<file path="config.mk">
export PLATFORM = sky130hd
export DESIGN_NAME = mux_tree_pipe_flat
export DESIGN_NICKNAME = d
export VERILOG_FILES = /design/src/rtl/mux_tree_pipe_if.sv /design/src/rtl/mux_tree_pipe.sv /design/src/flat_wrapper.sv
export SDC_FILE = /design/constraint.sdc
export NUM_CORES = 1
export LEC_CHECK = 0
export CAP_MARGIN = 20
export CORE_MARGIN = 1.5
export CORE_UTILIZATION = 37
export DETAILED_ROUTE_END_ITERATION = 12
export PLACE_DENSITY = 0.92
export SETUP_SLACK_MARGIN = 0.3
export SYNTH_ARGS = -nofsm -noshare
export SYNTH_HDL_FRONTEND = slang
export SYNTH_SLANG_ARGS = --single-unit
</file>
<file path="constraint.sdc">
create_clock -name clk -period 1.51 [get_ports clk]
set_input_delay 0.302 -clock clk [delete_from_list [all_inputs] [get_ports clk]]
set_output_delay 0.302 -clock clk [all_outputs]
set_load 0.03 [all_outputs]
</file>
<file path="src/rtl/mux_tree_pipe_if.sv">
// Channel bank / result bundle for mux_tree_pipe.
// scan exists only when MUX_AUTOSCAN_EN is defined.
interface mux_tree_pipe_if #(
  parameter int WIDTH = 8,
  parameter int SEL_W = 4
);
  logic [WIDTH*(2**SEL_W)-1:0] in;
  logic [SEL_W-1:0]            sel;
  logic                        in_valid;
`ifdef MUX_AUTOSCAN_EN
  logic                        scan;
`endif
  logic [WIDTH-1:0]            out;
  logic                        out_valid;
  logic [SEL_W-1:0]            out_sel;

`ifdef MUX_AUTOSCAN_EN
  modport master (
    output in, sel, in_valid, scan,
    input  out, out_valid, out_sel
  );
  modport slave (
    input  in, sel, in_valid, scan,
    output out, out_valid, out_sel
  );
`else
  modport master (
    output in, sel, in_valid,
    input  out, out_valid, out_sel
  );
  modport slave (
    input  in, sel, in_valid,
    output out, out_valid, out_sel
  );
`endif
endinterface

</file>
<file path="src/rtl/mux_tree_pipe.sv">
// Pipelined N:1 mux tree of registered 4:1 stages, latency SEL_W/2.
// Optional auto-scan select counter under MUX_AUTOSCAN_EN.
module mux_tree_pipe #(
  parameter int WIDTH = 8,
  parameter int SEL_W = 4
) (
  input logic           clk,
  input logic           rst,
  mux_tree_pipe_if.slave bus
);
  localparam int N = 2**SEL_W;
  localparam int L = SEL_W / 2;

  logic [SEL_W-1:0] esel;

`ifdef MUX_AUTOSCAN_EN
  logic [SEL_W-1:0] scnt_q, scnt_d;

  always_comb begin
    scnt_d = scnt_q;
    if (bus.scan && bus.in_valid)
      scnt_d = scnt_q + 1'b1;
  end

  always_ff @(posedge clk) begin
    if (rst) scnt_q <= '0;
    else     scnt_q <= scnt_d;
  end

  assign esel = bus.scan ? scnt_q : bus.sel;
`else
  assign esel = bus.sel;
`endif

  for (genvar s = 0; s < L; s++) begin : g_st
    localparam int M = N >> (2 * (s + 1));

    logic [4*M*WIDTH-1:0] src;
    logic [SEL_W-1:0]     src_sel;
    logic                 src_v;
    logic [1:0]           idx;
    logic [M*WIDTH-1:0]   d_d;
    logic [M*WIDTH-1:0]   d_q;
    logic [SEL_W-1:0]     sel_q;
    logic                 v_q;

    if (s == 0) begin : g_src
      assign src     = bus.in;
      assign src_sel = esel;
      assign src_v   = bus.in_valid;
    end else begin : g_src
      assign src     = g_st[s-1].d_q;
      assign src_sel = g_st[s-1].sel_q;
      assign src_v   = g_st[s-1].v_q;
    end

    assign idx = src_sel[2*s +: 2];

    always_comb begin
      d_d = '0;
      for (int j = 0; j < M; j++)
        d_d[j*WIDTH +: WIDTH] =
          src[(4*j + int'(idx))*WIDTH +: WIDTH];
    end

    if (s == L - 1) begin : g_last
      // final stage holds its result across bubbles
      always_ff @(posedge clk) begin
        if (rst) begin
          d_q   <= '0;
          sel_q <= '0;
          v_q   <= 1'b0;
        end else begin
          v_q <= src_v;
          if (src_v) begin
            d_q   <= d_d;
            sel_q <= src_sel;
          end
        end
      end
    end else begin : g_mid
      always_ff @(posedge clk) begin
        if (rst) begin
          d_q   <= '0;
          sel_q <= '0;
          v_q   <= 1'b0;
        end else begin
          d_q   <= d_d;
          sel_q <= src_sel;
          v_q   <= src_v;
        end
      end
    end
  end

  assign bus.out       = g_st[L-1].d_q;
  assign bus.out_sel   = g_st[L-1].sel_q;
  assign bus.out_valid = g_st[L-1].v_q;
endmodule

</file>
<file path="src/flat_wrapper.sv">
// flat-port wrapper written by rule: the top's interface ports become plain ports
module mux_tree_pipe_flat 
#(
  parameter int WIDTH = 8,
  parameter int SEL_W = 4
)
  (clk, rst, bus_in, bus_sel, bus_in_valid, bus_out, bus_out_valid, bus_out_sel);
  mux_tree_pipe_if #(.WIDTH(WIDTH), .SEL_W(SEL_W)) bus_i ();
  input logic clk;
  input logic rst;
  input wire logic [$bits(bus_i.in)-1:0] bus_in;
  input wire logic [$bits(bus_i.sel)-1:0] bus_sel;
  input wire logic [$bits(bus_i.in_valid)-1:0] bus_in_valid;
  output wire logic [$bits(bus_i.out)-1:0] bus_out;
  output wire logic [$bits(bus_i.out_valid)-1:0] bus_out_valid;
  output wire logic [$bits(bus_i.out_sel)-1:0] bus_out_sel;
  assign bus_i.in = bus_in;
  assign bus_i.sel = bus_sel;
  assign bus_i.in_valid = bus_in_valid;
  assign bus_out = bus_i.out;
  assign bus_out_valid = bus_i.out_valid;
  assign bus_out_sel = bus_i.out_sel;
  mux_tree_pipe #(.WIDTH(WIDTH), .SEL_W(SEL_W)) u_core (.clk(clk), .rst(rst), .bus(bus_i));
endmodule
</file>
==> impl_metrics.xml <==
<?xml version="1.0" encoding="UTF-8"?>
<metrics>
  <group name="synth">
    <metric name="yosys_register_bits" unit="">50</metric>
    <metric name="sequential_share_of_the_synthesized_area" unit="">0.411</metric>
    <metric name="synth.cell_area" unit="mm²">0.00243</metric>
    <metric name="synth-compound-area-share" unit="">0.0288</metric>
    <metric name="post_synth.cell_area_avg" unit="µm²">13.6</metric>
    <metric name="synth.area.mux_share" unit="">0.378</metric>
    <metric name="synth_top_family_by_area" unit="">multiplexers</metric>
    <metric name="post_synth_and_or_nand_nor_area_fraction" unit="">0.139</metric>
    <metric name="synth.yosys.warnings" unit="">0</metric>
    <metric name="synth-adder-area-share" unit="">0</metric>
    <metric name="post_synth_num_cell_types" unit="">11</metric>
    <metric name="mappedNetlistNets" unit="">314</metric>
    <metric name="post_synth_inst_count" unit="">179</metric>
    <metric name="synth-xor-area-share" unit="">0</metric>
  </group>
  <group name="placed_design">
    <metric name="port-buffer-count" unit="">147</metric>
    <metric name="hpwlAfterDp" unit="µm">5530</metric>
    <metric name="postPlaceCellArea" unit="mm²">0.00401</metric>
    <metric name="dp_worst_setup_slack" unit="ns">-0.139</metric>
    <metric name="place_congestion" unit="">0.731</metric>
  </group>
  <group name="power">
    <metric name="ir_drop" unit="mV">0.527</metric>
    <metric name="power.density_cell_area" unit="mW/mm²">774</metric>
    <metric name="p_leak" unit="nW">1.56</metric>
    <metric name="finalPower" unit="W">0.00318</metric>
  </group>
  <group name="setup_path">
    <metric name="worst_ep_required_time" unit="ns">1.70</metric>
    <metric name="endpoint_kind" unit="">flop</metric>
    <metric name="critical_path_peak_fanout" unit="">16</metric>
    <metric name="critPathLaunchType" unit="">input pin</metric>
    <metric name="critical_path_class" unit="">input pin to flop</metric>
    <metric name="arrival" unit="ns">1.36</metric>
  </group>
  <group name="grt">
    <metric name="initial_antenna_violation_count" unit="">0</metric>
    <metric name="first_global_vias" unit="">2337</metric>
    <metric name="globalRouteMet1Util" unit="">0.198</metric>
    <metric name="grt_start_max_net_pins" unit="">23</metric>
    <metric name="grt_util_overall" unit="">0.201</metric>
    <metric name="grt_use_met2" unit="">0.401</metric>
    <metric name="gr-total-overflow" unit="">0</metric>
    <metric name="most_used_routing_layer" unit="">met2</metric>
    <metric name="global_route_wire_length_before_repair" unit="µm">11000</metric>
    <metric name="met3_usage" unit="">0.0435</metric>
  </group>
  <group name="cts">
    <metric name="cts_max_path_buffers" unit="">2</metric>
    <metric name="cts-htree-levels" unit="">2</metric>
    <metric name="cts_hold_repair.buffers" unit="">0</metric>
    <metric name="tritoncts_num_sinks" unit="">50</metric>
    <metric name="cts-root-buf" unit="">sky130_fd_sc_hd__clkbuf_8</metric>
    <metric name="clkSlewWorstSetupHoldPaths" unit="ns">0.09</metric>
    <metric name="cts_tree" unit="">yes</metric>
    <metric name="cts_made_buffers" unit="">5</metric>
    <metric name="clk_latency" unit="ns">0.30</metric>
  </group>
  <group name="timing">
    <metric name="setup_tns" unit="ns">0</metric>
    <metric name="maxClockFrequency" unit="GHz">0.861</metric>
    <metric name="hold_viol_final" unit="">0</metric>
    <metric name="min_period" unit="ns">1.16</metric>
    <metric name="relSlewSlack" unit="">0.816</metric>
    <metric name="worst_slew_pin_slew" unit="ns">0.268</metric>
    <metric name="setup_ws" unit="ns">0.348</metric>
    <metric name="fin_skew" unit="ns">0.00526</metric>
    <metric name="setup_viol" unit="">0</metric>
    <metric name="period_share" unit="">0.770</metric>
    <metric name="timing.hold.ws" unit="ns">0.375</metric>
    <metric name="final-max-slew-violation-count" unit="">0</metric>
    <metric name="grt_setup_unrepaired" unit="">no</metric>
  </group>
  <group name="route">
    <metric name="route.detailed.vias_per_inst" unit="">5.11</metric>
    <metric name="route.detailed.wl_per_inst" unit="µm">16.7</metric>
    <metric name="detailedRoute.firstPassIterationCount" unit="">4</metric>
    <metric name="drc" unit="">0</metric>
    <metric name="antenna_left" unit="">0</metric>
    <metric name="num_vias" unit="">2076</metric>
    <metric name="drt-initial-drc-count" unit="">25</metric>
    <metric name="drt-total-wl" unit="µm">6780</metric>
  </group>
  <group name="die">
    <metric name="design.portCount" unit="">148</metric>
    <metric name="fp-row-count" unit="">29</metric>
    <metric name="die_width" unit="µm">84.1</metric>
    <metric name="die_area" unit="mm²">0.00707</metric>
    <metric name="core_region_area" unit="mm²">0.00635</metric>
    <metric name="chipHeight" unit="µm">84.1</metric>
    <metric name="initial_standard_cell_utilization_of_the_core" unit="">0.383</metric>
  </group>
  <group name="worst_hold_path">
    <metric name="hold_path_class" unit="">input pin to flop</metric>
  </group>
  <group name="final_layout">
    <metric name="commonest_non_fill_non_tap_cell_in_the_layout" unit="">sky130_fd_sc_hd__clkdlybuf4s50_1</metric>
    <metric name="syn2layout_area_growth" unit="%">68.8</metric>
    <metric name="layout-drive-gt1-share" unit="">0.231</metric>
    <metric name="insertedDiodeCount" unit="">0</metric>
    <metric name="most-common-layout-cells" unit="">131 x sky130_fd_sc_hd__clkdlybuf4s50_1, 50 x sky130_fd_sc_hd__dfxtp_1, 38 x sky130_fd_sc_hd__nor2b_1, 32 x sky130_fd_sc_hd__mux4_2, 20 x sky130_fd_sc_hd__mux2i_1</metric>
    <metric name="layout.nets" unit="">463</metric>
    <metric name="layout.cell_area.non_filler" unit="mm²">0.00411</metric>
  </group>
  <group name="outcome">
    <metric name="status" unit="">complete, no violations</metric>
  </group>
  <group name="flow_run">
    <metric name="number_of_maximum_capacitance_violations" unit="">0</metric>
  </group>
</metrics>
[cell families after synthesis]
logic type             count (synthesis)
AND/OR/NAND/NOR                       52
flip-flops                            50
multiplexers                          52
AO/OA/AOI/OAI                          8
buffers and inverters                 17
[routing by layer]
layer,routed length (µm),part of all wire,vias to the layer above
li1,-,-,971
met1,2300,0.34,987
met2,3830,0.57,102
met3,453,0.067,16
met4,192,0.028,0
met5,0,0,-
[synth_stat cells]
cell type                  number  area [µm²]
sky130_fd_sc_hd__o221ai_1       8        70.1
sky130_fd_sc_hd__or3b_2         9        78.8
sky130_fd_sc_hd__nor2b_1       38         238
sky130_fd_sc_hd__nor2_1         4        15.0
sky130_fd_sc_hd__dfxtp_1       50        1000
sky130_fd_sc_hd__mux2i_1       20         200
sky130_fd_sc_hd__mux4_2        32         721
sky130_fd_sc_hd__buf_2          7        35.0
sky130_fd_sc_hd__buf_6          4        45.0
sky130_fd_sc_hd__clkbuf_1       6        22.5
sky130_fd_sc_hd__nand3b_1       1        7.51
[cell type report]
cell class / instances / area, µm²
multi-input combinational: 112 / 1330
timing repair buffer: 159 / 1560
sequential: 50 / 1000
tap: 77 / 96.3
clock buffer: 5 / 68.8
fill: 487 / 2240
clock inverter: 3 / 47.5
[path summary, 6_finish.rpt]
check	startpoint	end	slack (ns)	cells past startpoint
worst max-delay path	bus_sel[1]	u_core.g_st[0].d_q[2]	0.35	4
worst min-delay path	rst	u_core.bus.out_valid	0.37	3
worst max register to register	u_core.g_st[0].v_q	u_core.bus.out[3]	0.35	3
worst min register to register	u_core.g_st[0].sel_q[1]	u_core.bus.out_sel[1]	0.48	2
[sequential cells by signal, summed over array words and instances (netlist names)]
name	flops
u_core.bus.out_valid	1
u_core.bus.out	8
u_core.g_st.v_q	1
u_core.bus.out_sel	4
u_core.g_st.d_q	32
u_core.g_st.sel_q	4
[what timing repair did]
item / 4_1_cts / 5_1_grt
setup endpoints to repair: 53 / 8
buffers inserted: 2 / 0
resized for setup: 65 / 3
gates cloned: 1 / 0
pin swaps: 1 / 0
[report_power, final]
group | switching (W) | internal, W | leakage (nW) | total, W
Combinational | 0.000227 | 0.000556 | 1.08 | 0.000783
Clock | 0.000456 | 0.000505 | 0.0591 | 0.000961
Sequential | 0.0000274 | 0.00141 | 0.414 | 0.00143
[through the flow]
step / util / std cells
after floorplan: - / 179
after global placement: 0.631 / 395
after detailed placement: 0.631 / 395
after CTS: 0.648 / 406
after global routing: 0.647 / 406
final: 0.647 / 406
[critical path, cell delays in order]
cell and delay (ns):
sky130_fd_sc_hd__clkdlybuf4s15_1 0.28, sky130_fd_sc_hd__bufbuf_16 0.34, sky130_fd_sc_hd__mux4_2 0.29, sky130_fd_sc_hd__nor2b_1 0.14
Note: power is estimated with default switching activity, not from simulation.
